--- src/rtl/control_seq.sv ---
// Hardwired multi-cycle control sequencer: fetch/decode/execute strobes with a
// memory-ready handshake and timeout, single-step mode and a retired counter.
module control_seq #(
  parameter int unsigned MEM_TIMEOUT = 16,
  parameter int unsigned TO_W        = 5,
  parameter int unsigned CNT_W       = 32
) (
  input  logic             clk,
  input  logic             reset,
  input  logic             stop,
  input  logic             step_mode,
  input  logic             step_go,
  input  logic             mem_done,
  input  logic             CON,
  input  logic [4:0]       IRop,
  output logic             clr,
  output logic             CONin,
  output logic             RAM_wr,
  output logic             Gra,
  output logic             Grb,
  output logic             Grc,
  output logic             Rin,
  output logic             Rout,
  output logic             BAout,
  output logic [15:0]      DPin,
  output logic [15:0]      DPout,
  output logic [15:0]      ALUopp,
  output logic             run,
  output logic             mem_err,
  output logic [CNT_W-1:0] retired
);

  localparam int unsigned DpPc = 0, DpIr = 1, DpY = 2, DpMar = 3, DpMdr = 4, DpInport = 5;
  localparam int unsigned DpOutport = 6, DpZ = 7, DpZhi = 8, DpZlo = 9, DpHi = 10, DpLo = 11;
  localparam int unsigned DpRead = 12, DpC = 13;

  localparam logic [3:0] AluAdd = 4'd0, AluSub = 4'd1, AluNeg = 4'd2, AluMul = 4'd3;
  localparam logic [3:0] AluDiv = 4'd4, AluAnd = 4'd5, AluOr = 4'd6, AluRor = 4'd7;
  localparam logic [3:0] AluRol = 4'd8, AluSll = 4'd9, AluSra = 4'd10, AluSrl = 4'd11;
  localparam logic [3:0] AluNot = 4'd12, AluInc = 4'd13;

  localparam logic [4:0] OpLd = 5'd0, OpLdi = 5'd1, OpSt = 5'd2, OpAdd = 5'd3, OpSub = 5'd4;
  localparam logic [4:0] OpAnd = 5'd5, OpOr = 5'd6, OpRor = 5'd7, OpRol = 5'd8, OpShr = 5'd9;
  localparam logic [4:0] OpShra = 5'd10, OpShl = 5'd11, OpAddi = 5'd12, OpAndi = 5'd13;
  localparam logic [4:0] OpOri = 5'd14, OpDiv = 5'd15, OpMul = 5'd16, OpNeg = 5'd17;
  localparam logic [4:0] OpNot = 5'd18, OpBr = 5'd19, OpJal = 5'd20, OpJr = 5'd21;
  localparam logic [4:0] OpIn = 5'd22, OpOut = 5'd23, OpMflo = 5'd24, OpMfhi = 5'd25;
  localparam logic [4:0] OpHalt = 5'd27;

  localparam bit TimeoutEn = (MEM_TIMEOUT != 0);

  typedef enum logic [4:0] {
    StReset, StT0, StT1, StT2, StT3,
    StT4Alu, StT4Imm, StT4Un, StT5Alu,
    StT4Md, StT5Md, StT6Md,
    StT4Br, StT5Br, StT6Br,
    StT4Ld, StT5Ld, StT6Ld, StT7Ld,
    StT4Ldi, StT5Ldi,
    StT4St, StT5St, StT6St, StT7St,
    StT4Jal, StHalt
  } state_e;

  state_e           r_state;
  state_e           w_next;
  state_e           w_state_d;
  logic [TO_W-1:0]  r_wait;
  logic [3:0]       r_alu_op;
  logic [3:0]       w_alu_dec;
  logic             r_mem_err;
  logic [CNT_W-1:0] r_retired;
  logic             w_mem;
  logic             w_go;
  logic             w_timeout;

  assign w_go      = !step_mode || step_go;
  assign w_timeout = TimeoutEn && w_mem && !mem_done && (r_wait == TO_W'(MEM_TIMEOUT));
  assign mem_err   = r_mem_err;
  assign retired   = r_retired;

  always_comb begin
    unique case (IRop)
      OpSub:          w_alu_dec = AluSub;
      OpAnd, OpAndi:  w_alu_dec = AluAnd;
      OpOr, OpOri:    w_alu_dec = AluOr;
      OpRor:          w_alu_dec = AluRor;
      OpRol:          w_alu_dec = AluRol;
      OpShr:          w_alu_dec = AluSrl;
      OpShra:         w_alu_dec = AluSra;
      OpShl:          w_alu_dec = AluSll;
      OpDiv:          w_alu_dec = AluDiv;
      OpMul:          w_alu_dec = AluMul;
      OpNeg:          w_alu_dec = AluNeg;
      OpNot:          w_alu_dec = AluNot;
      default:        w_alu_dec = AluAdd;
    endcase
  end

  always_comb begin
    w_next = r_state;
    w_mem  = 1'b0;
    unique case (r_state)
      StReset: w_next = StT0;
      StT0:    if (w_go) w_next = StT1;
      StT1: begin
        w_mem = 1'b1;
        if (mem_done) w_next = StT2;
      end
      StT2: w_next = StT3;
      StT3: begin
        case (IRop) inside
          [OpAdd:OpShl]:  w_next = StT4Alu;
          [OpAddi:OpOri]: w_next = StT4Imm;
          OpNeg, OpNot:   w_next = StT4Un;
          OpDiv, OpMul:   w_next = StT4Md;
          OpBr:           w_next = StT4Br;
          OpLd:           w_next = StT4Ld;
          OpLdi:          w_next = StT4Ldi;
          OpSt:           w_next = StT4St;
          OpJal:          w_next = StT4Jal;
          OpHalt:         w_next = StHalt;
          default:        w_next = StT0;
        endcase
      end
      StT4Alu, StT4Imm, StT4Un: w_next = StT5Alu;
      StT4Md:  w_next = StT5Md;
      StT5Md:  w_next = StT6Md;
      StT4Br:  w_next = CON ? StT5Br : StT0;
      StT5Br:  w_next = StT6Br;
      StT4Ld:  w_next = StT5Ld;
      StT5Ld:  w_next = StT6Ld;
      StT6Ld: begin
        w_mem = 1'b1;
        if (mem_done) w_next = StT7Ld;
      end
      StT4Ldi: w_next = StT5Ldi;
      StT4St:  w_next = StT5St;
      StT5St:  w_next = StT6St;
      StT6St:  w_next = StT7St;
      StT7St: begin
        w_mem = 1'b1;
        if (mem_done) w_next = StT0;
      end
      StT5Alu, StT6Md, StT6Br, StT7Ld, StT5Ldi, StT4Jal: w_next = StT0;
      StHalt:  w_next = StHalt;
      default: w_next = StReset;
    endcase
  end

  // Treset always proceeds to T0; elsewhere stop outranks a memory timeout.
  always_comb begin
    if (r_state == StReset)  w_state_d = StT0;
    else if (stop)           w_state_d = StHalt;
    else if (w_timeout)      w_state_d = StHalt;
    else                     w_state_d = w_next;
  end

  always_ff @(posedge clk) begin
    if (!reset) begin
      r_state   <= StReset;
      r_wait    <= '0;
      r_alu_op  <= AluAdd;
      r_mem_err <= 1'b0;
      r_retired <= '0;
    end else begin
      r_state <= w_state_d;
      r_wait  <= (w_mem && (w_state_d == r_state)) ? r_wait + TO_W'(1) : '0;
      if (r_state == StT3) r_alu_op <= w_alu_dec;
      if (w_timeout && !stop) r_mem_err <= 1'b1;
      if (w_state_d == StT0 && r_state != StT0 && r_state != StReset) begin
        r_retired <= r_retired + CNT_W'(1);
      end
    end
  end

  always_comb begin
    clr    = 1'b0;
    CONin  = 1'b0;
    RAM_wr = 1'b0;
    Gra    = 1'b0;
    Grb    = 1'b0;
    Grc    = 1'b0;
    Rin    = 1'b0;
    Rout   = 1'b0;
    BAout  = 1'b0;
    DPin   = '0;
    DPout  = '0;
    ALUopp = 16'(1) << r_alu_op;
    run    = 1'b1;
    unique case (r_state)
      StReset: clr = 1'b1;
      StT0: begin
        ALUopp = 16'(1) << AluInc;
        if (w_go) begin
          DPout[DpPc] = 1'b1;
          DPin[DpMar] = 1'b1;
          DPin[DpZ]   = 1'b1;
        end
      end
      StT1: begin
        DPout[DpZlo] = 1'b1;
        DPin[DpPc]   = 1'b1;
        DPin[DpMdr]  = 1'b1;
        DPin[DpRead] = 1'b1;
      end
      StT2: begin
        DPout[DpMdr] = 1'b1;
        DPin[DpIr]   = 1'b1;
      end
      StT3: begin
        case (IRop) inside
          [OpAdd:OpShl], [OpAddi:OpOri]: begin Grb = 1'b1; Rout = 1'b1; DPin[DpY] = 1'b1; end
          OpDiv, OpMul: begin Gra = 1'b1; Rout = 1'b1; DPin[DpY] = 1'b1; end
          OpBr:         begin Gra = 1'b1; Rout = 1'b1; CONin = 1'b1; end
          OpLd, OpLdi, OpSt: begin Grb = 1'b1; BAout = 1'b1; DPin[DpY] = 1'b1; end
          OpJal:  begin Grb = 1'b1; Rin = 1'b1; DPout[DpPc] = 1'b1; end
          OpJr:   begin Gra = 1'b1; Rout = 1'b1; DPin[DpPc] = 1'b1; end
          OpIn:   begin Gra = 1'b1; Rin = 1'b1; DPout[DpInport] = 1'b1; end
          OpOut:  begin Gra = 1'b1; Rout = 1'b1; DPin[DpOutport] = 1'b1; end
          OpMflo: begin Gra = 1'b1; Rin = 1'b1; DPout[DpLo] = 1'b1; end
          OpMfhi: begin Gra = 1'b1; Rin = 1'b1; DPout[DpHi] = 1'b1; end
          default: ;
        endcase
      end
      StT4Alu: begin Grc = 1'b1; Rout = 1'b1; DPin[DpZ] = 1'b1; end
      StT4Un, StT4Md: begin Grb = 1'b1; Rout = 1'b1; DPin[DpZ] = 1'b1; end
      StT4Imm, StT5Br, StT4Ld, StT4Ldi, StT4St: begin DPout[DpC] = 1'b1; DPin[DpZ] = 1'b1; end
      StT5Alu, StT5Ldi: begin DPout[DpZlo] = 1'b1; Gra = 1'b1; Rin = 1'b1; end
      StT5Md: begin DPout[DpZlo] = 1'b1; DPin[DpLo] = 1'b1; end
      StT6Md: begin DPout[DpZhi] = 1'b1; DPin[DpHi] = 1'b1; end
      StT4Br: begin
        if (CON) begin
          DPout[DpPc] = 1'b1;
          DPin[DpY]   = 1'b1;
        end
      end
      StT6Br: begin DPout[DpZlo] = 1'b1; DPin[DpPc] = 1'b1; end
      StT5Ld, StT5St: begin DPout[DpZlo] = 1'b1; DPin[DpMar] = 1'b1; end
      StT6Ld: begin DPin[DpMdr] = 1'b1; DPin[DpRead] = 1'b1; end
      StT7Ld: begin DPout[DpMdr] = 1'b1; Gra = 1'b1; Rin = 1'b1; end
      StT6St: begin Gra = 1'b1; Rout = 1'b1; DPin[DpMdr] = 1'b1; end
      StT7St: RAM_wr = 1'b1;
      StT4Jal: begin Gra = 1'b1; Rout = 1'b1; DPin[DpPc] = 1'b1; end
      StHalt: run = 1'b0;
      default: ;
    endcase
  end

endmodule
--- config.mk ---
export PLATFORM = sky130hd
export DESIGN_NAME = control_seq
export DESIGN_NICKNAME = d
export VERILOG_FILES = /design/src/rtl/control_seq.sv
export SDC_FILE = /design/constraint.sdc
export NUM_CORES = 1
export LEC_CHECK = 0
export CORE_UTILIZATION = 50
export DETAILED_ROUTE_END_ITERATION = 12
export PLACE_DENSITY = 0.86
export SLEW_MARGIN = 15
export SYNTH_ARGS = -nofsm -noshare
export SYNTH_HDL_FRONTEND = slang
export SYNTH_SLANG_ARGS = --single-unit
--- constraint.sdc ---
create_clock -name clk -period 5.2 [get_ports clk]
set_input_delay 1.04 -clock clk [delete_from_list [all_inputs] [get_ports clk]]
set_output_delay 1.04 -clock clk [all_outputs]
set_load 0.005 [all_outputs]
==> results of run 1 <==
stage by stage:
stage | setup slack, ns | instances | hold WS (ns) | instance area, um^2
after floorplan | 1.30 | 588 | 0.430 | 4210
after global placement | 0.317 | 739 | 0.442 | 5010
after detailed placement | 0.217 | 739 | 0.456 | 5010
after CTS | 0.202 | 747 | 0.479 | 5130
after global routing | 0.0508 | 747 | 0.503 | 5130
final | 0.172 | 747 | 0.476 | 5130
sequential cells by signal (all words and copies together), names as in the netlist:
name / flops
r_state: 5
r_wait: 5
r_alu_op: 4
mem_err: 1
retired: 32
path summary, 6_finish.rpt:
path	start	slack, ns	endpoint
worst max-delay path	IRop[0]	0.17	DPin[6]
worst min-delay path	r_wait[0]	0.48	r_wait[0]
worst max register to register	r_state[2]	1.66	retired[6]
worst min register to register	r_wait[0]	0.48	r_wait[0]
cell type report:
type	count	area, um^2
flip-flops and latches	47	941
repair buffers	110	1050
clock inverters	3	46.3
multi-input cells	456	2810
fillers	716	2760
well taps	102	128
inverters	24	90.1
clock buffers	5	68.8
layer usage:
metal | GRT usage [%] | share of wire (%) | up-vias
li1 | - | - | 2269
met1 | 38.9 | 43 | 2282
met2 | 48.2 | 48 | 248
met3 | 4.23 | 7.0 | 28
met4 | 8.59 | 2.1 | 0
met5 | 0 | 0 | -
cells by family after synthesis:
kind of cell             Yosys count
AO/OA/AOI/OAI                    164
XOR/XNOR                           6
adder cells (fa/ha/maj)            9
buffers and inverters             85
flip-flops                        47
multiplexers                       2
other                              1
AND/OR/NAND/NOR                  261
layout by cell type (no fill, tap or decap), types with 22 or more instances in the layout:
master	instances
nor2_1	51
a21oi_1	47
inv_1	24
dfxtp_1	47
clkdlybuf4s50_1	88
o31ai_1	30
or4_1	29
nand2_1	48
buf_4	22
nand3_1	24
power by group:
part           leakage [nW]  total (mW)  internal [mW]  switching [mW]
sequential            0.379       0.381          0.373         0.00880
clock                0.0548       0.280          0.145           0.135
combinational          1.24       0.703          0.269           0.435
worst max-delay path, stage by stage:
cell and delay [ns]:
clkdlybuf4s50_1 0.53, ha_1 0.28, buf_4 0.17, o311ai_1 0.41, and3_1 0.25, nand2_1 0.09, or4_1 0.51, nor3_1 0.20
clkdlybuf4s50_1 0.53
==> metrics.txt, run 1 <==
run status=complete, no violations; Worst Tran Pin Value=0.872 ns; dpl hpwl=9240 um; Initial DRC Count=roughly 440; Reg2Reg Depth=9; final hold violation count=0; DR WL/cell=16.9 um; Power, Total=1.37 mW; Rel. slew slack=approximately 41%; max-slew violations=0; dominant cell by count in the synthesized netlist=nor2_1; Post-Syn Area=4160 um^2; Layout area overhead=23.4%; root buffer cell=clkbuf_8; adder-cell area share of the yosys netlist=around 2.7%; top post-synthesis cells by count=nor2_1, nand2_1, a21oi_1, dfxtp_1, o31ai_1; Critical Path AT=about 4 ns; PD cells=266 nW/um^2; CTS resizes=0; largest family of logic cells by synthesized area=simple AND/OR/NAND/NOR gates; sequential area share after synthesis=between 20% and 30%; GP Congestion=between 0.9 and 1; Syn Inst Count=575; Startpoint Class=input port; DRC=0; port bufs=just under 90; MaxCap Viol Count=0; IO Count=103; fin crit share=~97%; Synth Area in Simple Gates=~35%; Rows=32; VDD IR max=196 uV; First-pass DRT Iterations=5; DR vias=4827; gr ovfl total=0; Clock Sinks=between 40 and 50; Post-layout nets=665; Main synth FF type=dfxtp_1; Synth Register Bits=47; initial antenna violation count=0; fraction of layout cells with a size suffix above 1=7.29%; CP max FO=9; vias in the first global route=4232; top-area cell type share of the netlist area=between 20% and 30%; Critical Path RT=4.16 ns; maximum clock path buffer count=2; endpoint type of the worst setup path=output port; compound-cell area share of the yosys netlist=a little over a quarter; Skew-Pair Late Insertion Delay=0.30 ns; RSZ-0062 raised after global routing=false; setup bufs post-CTS=0; Die Ht=93.2 um; min Tclk post-route=5.03 ns; remaining antenna violation count=0; TritonCTS clock tree=done; global-route wire length before repair=20600 um; die area=8680 um^2; hold path depth=1; CTS Hold Bufs=0; fraction of synthesized area in multiplexers=0.512%; worst min path class=reg2reg; Initial Utilization=a little over half; Die Span X=93.2 um; Synth Area per Inst=7.23 um^2; Synth area leader=dfxtp_1; Final Skew=~0.007 ns; htree depth=2; CORE AREA=7890 um^2; DR vias/cell=6.46; post-layout util=between 60 and 70%; setup violators final=0; EDFF count, synth=0; Area contributors post-synth=dfxtp_1, a21oi_1, o31ai_1, or4_1, nor2_1; CTS Buf Count=5; Setup TNS=0 ns; Worst Path Class, Setup=in2out; Post-synth ARST share=0%; wirelength, routed=12600 um; Unique masters post-synth=76; largest net degree at the start of global routing=just under 60; LEAKAGE=1.67 nW; xor/xnor share of the synthesized area=roughly 1.3%; GR Util All Layers=29.1%; Max Fclk=199 MHz; Worst-path clk slew=around 0.10 ns; Synthesis Warnings=0; Ant. Diodes=0
Note: power is estimated with default switching activity, not from simulation.
==> run 2, diff against run 1 <==
--- a/config.mk
+++ b/config.mk
@@ -7,6 +7,7 @@
 export LEC_CHECK = 0
 export CORE_UTILIZATION = 50
 export DETAILED_ROUTE_END_ITERATION = 12
+export HOLD_SLACK_MARGIN = 0.02
 export PLACE_DENSITY = 0.86
 export SLEW_MARGIN = 15
 export SYNTH_ARGS = -nofsm -noshare
==> results of run 2 <==
Same layout as run 1: the final DEF is identical, and so are final timing and power.
==> run 3, diff against run 2 <==
--- a/config.mk
+++ b/config.mk
@@ -9,7 +9,6 @@
 export DETAILED_ROUTE_END_ITERATION = 12
 export HOLD_SLACK_MARGIN = 0.02
 export PLACE_DENSITY = 0.86
-export SLEW_MARGIN = 15
 export SYNTH_ARGS = -nofsm -noshare
 export SYNTH_HDL_FRONTEND = slang
 export SYNTH_SLANG_ARGS = --single-unit
==> results of run 3 <==
Same layout as run 1: the final DEF is identical, and so are final timing and power.
